File: src/rtl/dma_channel_arbiter.sv
// Channel request qualification, priority selection and HRQ/HLDA/DACK handshake
// for an NUM_CH-channel DMA controller, feeding the transfer-timing FSM.
module dma_channel_arbiter #(
  parameter int NUM_CH      = 4,
  parameter int SYNC_STAGES = 2,
  localparam int CH_W       = $clog2(NUM_CH)
) (
  input  logic              CLK,
  input  logic              RESET,
  input  logic [NUM_CH-1:0] DREQ,
  input  logic              dreq_sense_low,
  input  logic              dack_sense_high,
  input  logic              rot_pri,
  input  logic [NUM_CH-1:0] mask,
  input  logic [NUM_CH-1:0] sw_req,
  input  logic              HLDA,
  input  logic              xfer_done,
  output logic              HRQ,
  output logic [NUM_CH-1:0] DACK,
  output logic [CH_W-1:0]   ch_sel,
  output logic              grant_valid,
  output logic [NUM_CH-1:0] sw_req_clr
);

  localparam logic [2:0] S_IDLE  = 3'b001;
  localparam logic [2:0] S_REQ   = 3'b010;
  localparam logic [2:0] S_GRANT = 3'b100;

  logic [NUM_CH-1:0] sync_q [SYNC_STAGES];
  logic [NUM_CH-1:0] req_sync, elig;

  logic [2:0]        state_q, state_d;
  logic              hrq_q, hrq_d;
  logic [NUM_CH-1:0] dack_q, dack_d;
  logic              gv_q, gv_d;
  logic [CH_W-1:0]   ch_sel_q, ch_sel_d;
  logic [NUM_CH-1:0] clr_q, clr_d;
  logic [CH_W-1:0]   top_q, top_d;

  logic [CH_W-1:0]   top_eff, win, ch_next;
  logic              found;
  int unsigned       idx;

  always_ff @(posedge CLK) begin
    if (RESET) begin
      for (int unsigned i = 0; i < SYNC_STAGES; i++) sync_q[i] <= '0;
    end else begin
      sync_q[0] <= DREQ;
      for (int unsigned i = 1; i < SYNC_STAGES; i++) sync_q[i] <= sync_q[i-1];
    end
  end

  assign req_sync = sync_q[SYNC_STAGES-1] ^ {NUM_CH{dreq_sense_low}};
  assign elig     = (req_sync & ~mask) | sw_req;

  // Circular search starting at top; fixed mode always starts at channel 0.
  always_comb begin
    top_eff = rot_pri ? top_q : '0;
    win     = '0;
    found   = 1'b0;
    idx     = 0;
    for (int unsigned k = 0; k < NUM_CH; k++) begin
      idx = (32'(top_eff) + k) % NUM_CH;
      if (!found && elig[idx]) begin
        found = 1'b1;
        win   = CH_W'(idx);
      end
    end
  end

  assign ch_next = (ch_sel_q == CH_W'(NUM_CH - 1)) ? '0 : ch_sel_q + 1'b1;

  always_comb begin
    state_d  = state_q;
    hrq_d    = hrq_q;
    dack_d   = dack_q;
    gv_d     = gv_q;
    ch_sel_d = ch_sel_q;
    clr_d    = '0;
    top_d    = rot_pri ? top_q : '0;
    case (state_q)
      S_IDLE: begin
        if (|elig) begin
          ch_sel_d = win;
          hrq_d    = 1'b1;
          state_d  = S_REQ;
        end
      end
      S_REQ: begin
        if (HLDA) begin
          state_d          = S_GRANT;
          dack_d           = '0;
          dack_d[ch_sel_q] = 1'b1;
          gv_d             = 1'b1;
        end else if (!elig[ch_sel_q]) begin
          state_d = S_IDLE;
          hrq_d   = 1'b0;
        end
      end
      S_GRANT: begin
        // Losing HLDA ends the grant without crediting the channel as serviced.
        if (!HLDA || xfer_done) begin
          state_d = S_IDLE;
          hrq_d   = 1'b0;
          dack_d  = '0;
          gv_d    = 1'b0;
          if (HLDA) begin
            if (rot_pri) top_d = ch_next;
            clr_d[ch_sel_q] = sw_req[ch_sel_q];
          end
        end
      end
      default: begin
        state_d = S_IDLE;
        hrq_d   = 1'b0;
        dack_d  = '0;
        gv_d    = 1'b0;
      end
    endcase
  end

  always_ff @(posedge CLK) begin
    if (RESET) begin
      state_q  <= S_IDLE;
      hrq_q    <= 1'b0;
      dack_q   <= '0;
      gv_q     <= 1'b0;
      ch_sel_q <= '0;
      clr_q    <= '0;
      top_q    <= '0;
    end else begin
      state_q  <= state_d;
      hrq_q    <= hrq_d;
      dack_q   <= dack_d;
      gv_q     <= gv_d;
      ch_sel_q <= ch_sel_d;
      clr_q    <= clr_d;
      top_q    <= top_d;
    end
  end

  assign HRQ         = hrq_q;
  assign DACK        = dack_sense_high ? dack_q : ~dack_q;
  assign ch_sel      = ch_sel_q;
  assign grant_valid = gv_q;
  assign sw_req_clr  = clr_q;

endmodule
File: config.mk
export PLATFORM = sky130hd
export DESIGN_NAME = dma_channel_arbiter
export DESIGN_NICKNAME = d
export VERILOG_FILES = /design/src/rtl/dma_channel_arbiter.sv
export SDC_FILE = /design/constraint.sdc
export NUM_CORES = 1
export LEC_CHECK = 0
export ABC_AREA = 1
export CAP_MARGIN = 20
export CORE_UTILIZATION = 40
export CTS_CLUSTER_SIZE = 28
export DETAILED_ROUTE_END_ITERATION = 6
export PLACE_DENSITY = 0.66
export SLEW_MARGIN = 10
export SYNTH_ARGS = -nofsm -noshare
export SYNTH_HDL_FRONTEND = slang
export SYNTH_SLANG_ARGS = --single-unit
File: constraint.sdc
create_clock -name CLK -period 3.5 [get_ports CLK]
set_input_delay 0.525 -clock CLK [delete_from_list [all_inputs] [get_ports CLK]]
set_output_delay 0.525 -clock CLK [all_outputs]
set_load 0.005 [all_outputs]
==> metrics, run 1 <==
outcome=finished clean; crit path DAT=1.77 ns; TritonCTS clock tree=built; clk buf depth=2; mapped cell area=between 1000 and 1500 um^2; FF/Latch Area=500 um^2; Mapped Nets=approximately 230; die width=61.2 um; Vias=between 1000 and 1500; Overall Power=0.579 mW; Setup TNS=0 ns; DRT Pass-1 Iters=4; Final setup viols=0; cts hold-fix bufs=0; PnR worst setup slack=1.20 ns; Routability Congestion=between 0.8 and 0.9; fin crit period=around 2.3 ns; most frequent cells in the layout=51 x nand2_1, 37 x inv_1, 30 x clkdlybuf4s50_1, 25 x dfxtp_1, 22 x nand3_1; post-CTS setup buffers=0; worst slew pin tran=0.324 ns; clk_skew=0.00562 ns; Starting Density=42.0%; Final Hold Fails=0; Syn Inst Count=211; final period utilization=65.7%; largest net degree at the start of global routing=23; Final Max Tran Viols=0; synth unique cells=25; Ant. Diodes=0; final wirelength=2.83 mm; Worst R2R Setup Slack=around 2 ns; die height=a little over 60 um; Worst Hold Class=reg2reg; Max VDD drop=299 uV; CP required=2.97 ns; I/O pin cnt=31; Power Density=325 nW/um^2; Worst setup SP type=primary input; pre-CTS WS=around 1.2 ns; Inserted Clock Buffers=3; DRC viols=0; Std-Cell Rows=21; post-route ant nets=0; first-pass GRT wire length=4.73 mm; initial antenna violation count=0; share of cells above drive strength 1=9.05%; Clk pin slew, worst setup/hold paths=0.12 ns; wire per inst=9.79 um; Yosys warning count=0; most common cell after layout, fill and taps aside=nand2_1; GRT Util Overall=17.0%; Min Hold Slack=0.410 ns; Port Buf Inserts=30; RSZ-0062 raised after global routing=false; FF-to-FF End=sw_req_clr[3]; Hold Path Origin=sync_q[0][2]; flops & latches, synth=25; DIE AREA=3740 um^2; worst reg2reg path startpoint=ch_sel[0]; worst skew pair latency=about 0.32 ns; f_max=435 MHz; aggregate global routing overflow=0; Vias/cell=4.64; Hold Path End=sync_q[0][6]; crit-path max FO=4; clock root cell=clkbuf_4; Post-DP HPWL=2.29 mm; cts repair resizes=0; crit path capture type=output port; CTS sink cnt=25; max_cap viols=0; sequential share of the synthesized area=35.7%; CP Launch Point=dack_sense_high; leading post-synthesis cells by cell area=dfxtp_1 36%, nand2_1 14%, inv_1 9.9%; final net count=267; Reg2Reg Depth=5; placed inst area=1750 um^2; vias in the first global route=about 1200; CTS H-Tree Depth=1; Yosys top cell area share=35.7%; Starting DRT DRC Count=34; Area growth syn-to-layout=27.2%; Avg Cell Area, Syn=6.64 um^2; Slew headroom=78.2%; Hold Crit Depth=2; critical path class=in2out; multi-input logic area=around 730 um^2; post-synthesis cell type with the largest combined area=dfxtp_1; Finished Cell Area=1780 um^2; Layout fillers=approximately 330; Core Box Area=3340 um^2; Pleak=0.827 nW
where the power goes:
| group | switching (mW) | internal (mW) | total (mW) |
|---|---|---|---|
| logic | 0.0765 | 0.0657 | 0.142 |
| clock network | 0.0801 | 0.0446 | 0.125 |
| registers | 0.0127 | 0.299 | 0.312 |
| total | 0.169 | 0.409 | 0.579 |
critical path, stage by stage:
cell and delay (ns):
clkdlybuf4s50_1 0.58, xnor2_1 0.15, clkdlybuf4s50_1 0.52
cell usage after synthesis:
master,instances
nand2_1,51
inv_1,37
dfxtp_1,25
nand3_1,22
nor2_1,19
a21oi_1,13
a31oi_1,5
ha_1,4
nand2_2,4
nand3_2,4
o21ai_0,4
xnor2_1,4
clkbuf_1,3
inv_2,3
a211oi_1,2
nor2_2,2
a21oi_2,1
clkinv_2,1
nand4_1,1
nor3_1,1
nor3_4,1
o21ai_1,1
o21bai_1,1
or2_2,1
or4_4,1
routing by layer:
| metal | global-route usage (%) | routed length [um] |
|---|---|---|
| met4 | 3.90 | 24 |
| met2 | 29.3 | 1290 |
| met5 | 0 | 0 |
| met3 | 3.99 | 130 |
| met1 | 21.4 | 1390 |
cell type report:
| class | instances | share of cell area, % |
|---|---|---|
| multi-input cells | 142 | 41.2 |
| flip-flops and latches | 25 | 28.1 |
| repair buffers | 31 | 17.3 |
| inverters | 41 | 8.71 |
| well taps | 46 | 3.23 |
| clock buffers | 4 | 1.48 |
sequential cells by signal, indices dropped and copies added, names as in the netlist:
name / flops
grant_valid: 1
sw_req_clr: 4
sync_q: 8
HRQ: 1
ch_sel: 2
state_q: 3
dack_q: 4
top_q: 2
cell families after synthesis:
| family | synth area share [%] |
|---|---|
| buffers and inverters | 11.9 |
| flip-flops | 35.7 |
| XOR/XNOR | 2.50 |
| AO/OA/AOI/OAI | 10.9 |
| AND/OR/NAND/NOR | 35.4 |
| adder cells (fa/ha/maj) | 3.57 |
how the worst max path moves through the flow:
| stage | end | slack (ns) | cells past startpoint |
|---|---|---|---|
| after floorplan | ch_sel[1] | 2.03 | 11 |
| after global placement | DACK[1] | 1.23 | 3 |
| after detailed placement | DACK[2] | 1.18 | 3 |
| after CTS | DACK[2] | 1.18 | 3 |
| after global routing | DACK[3] | 1.14 | 3 |
| final | DACK[2] | 1.20 | 3 |
per-stage QoR:
stage,std cells,utilization [%]
floorplan,211,-
global placement,285,52.6
detailed placement,285,52.6
global route,289,53.4
CTS,289,53.4
finish,289,53.4
No activity file was read; power rests on OpenSTA's default activity.
==> run 2: changes to the inputs <==
PLACE_DENSITY = 0.68   (was 0.66)
clock period = 1.89 ns   (was 3.5 ns; I/O delays follow)
==> metrics, run 2 (synthesis results as in run 1) <==
outcome=finished clean; PnR worst setup slack=0.0543 ns; I/O pin cnt=31; internal power=0.776 mW; Clk pin slew, worst setup/hold paths=~0.15 ns; FF/Latch Area=500 um^2; crit-path max FO=4; clk buf depth=2; crit-path cells=clkdlybuf4s50_1, xnor2_1, clkdlybuf4s50_1; final core utilization=55.3%; Max VDD drop=370 uV; Gate power share=25.7%; critical path class=in2out; multi-input logic area=733 um^2; Std-Cell Rows=21; final net count=275; Final Hold Fails=0; GRT Util Overall=a little under a fifth; worst skew pair latency=0.33 ns; Slew headroom=76.1%; Worst Hold Class=reg2reg; cts hold-fix bufs=0; die height=61.2 um; aggregate global routing overflow=0; most frequent cells in the layout=51 x nand2_1, 37 x inv_1, 30 x clkdlybuf4s50_1, 25 x dfxtp_1, 22 x nand3_1; Routability Congestion=1.01; TritonCTS clock tree=built; Area growth syn-to-layout=31.8%; die width=61.2 um; largest net degree at the start of global routing=22; Starting DRT DRC Count=a little over 60; CTS sink cnt=25; final wirelength=2.98 mm; DRC viols=0; clk_skew=0.0127 ns; switching power total=0.342 mW; Most flops, register=sync_q; crit path capture type=output port; Pleak=around 0.87 nW; Net Sw Frac=a little under a third; pre-CTS WS=-0.0489 ns; Final setup viols=0; Inserted Clock Buffers=3; Vias=1385; f_max=545 MHz; max_cap viols=0; slowest stage cell, crit path=clkdlybuf4s50_1; post-route ant nets=0; Most common cell on crit path=clkdlybuf4s50_1; Final Max Tran Viols=0; crit-path max cell delay=0.58 ns; CP required=1.61 ns; DRT Pass-1 Iters=4; post-CTS setup buffers=0; share of cells above drive strength 1=12.4%; clock power share=23.0%; first-pass GRT wire length=5.02 mm; Layout fillers=339; crit path DAT=1.55 ns; Post-DP HPWL=2.40 mm; Min Hold Slack=approximately 0.41 ns; Seq pwr share=51.3%; initial antenna violation count=0; Ant. Diodes=0; DIE AREA=3740 um^2; Starting Density=42.0%; Core Box Area=3340 um^2; cts repair resizes=0; wire per inst=10.0 um; most common cell after layout, fill and taps aside=nand2_1; Vias/cell=4.66; Port Buf Inserts=30; clock root cell=clkbuf_4; vias in the first global route=1224; fin crit period=1.84 ns; CTS H-Tree Depth=1; worst slew pin tran=0.355 ns; RSZ-0062 raised after global routing=false; Power Density=between 600 and 700 nW/um^2; Largest register FFs=8; final period utilization=between 90 and 100%; Worst setup SP type=primary input
run 2: power by group through the flow:
stage               Sequential (mW)  Clock (mW)  Combinational [mW]
floorplan                     0.586           0               0.158
global placement              0.585           0               0.287
detailed placement            0.586           0               0.287
CTS                           0.574       0.266               0.288
global route                  0.577       0.290               0.325
finish                        0.574       0.257               0.287
run 2: routing by layer:
metal	global-route usage (%)	vias to the layer above	routed length, um
li1	-	739	-
met1	23.1	594	1410
met2	30.7	46	1370
met3	2.52	6	147
met4	8.12	0	57
met5	0	-	0
run 2: cell type report:
class / count / area share (%)
clock buffers: 3 / 1.22
well taps: 46 / 3.12
repair buffers: 39 / 19.9
flip-flops and latches: 25 / 27.1
multi-input cells: 142 / 39.7
inverters: 41 / 8.41
clock inverters: 1 / 0.475
run 2: through the flow:
step / std cells / power [mW] / TNS (ns) / cell area, um^2
global route: 297 / 1.19 / 0 / 1850
global placement: 293 / 0.872 / -0.0570 / 1810
detailed placement: 293 / 0.872 / -0.0646 / 1810
floorplan: 211 / 0.744 / 0 / 1400
finish: 297 / 1.12 / 0 / 1850
CTS: 297 / 1.13 / 0 / 1850
run 2: final timing paths:
path | from | to | slack, ns | depth (start not counted)
setup / recovery | dack_sense_high | DACK[2] | 0.05 | 3
hold / removal | sync_q[0][2] | sync_q[0][6] | 0.41 | 2
setup reg to reg | state_q[1] | sw_req_clr[1] | 0.44 | 4
hold reg to reg | sync_q[0][2] | sync_q[0][6] | 0.41 | 2
run 2: critical path: cells and delay by family:
family	cells	cell delay [ns]
XOR/XNOR	1	0.16
buffers and inverters	2	1.11
==> run 3: changes to the inputs <==
CTS_CLUSTER_DIAMETER = 30   (was default)
==> results of run 3 <==
No change in the layout: final DEF, timing and power equal those of run 2.
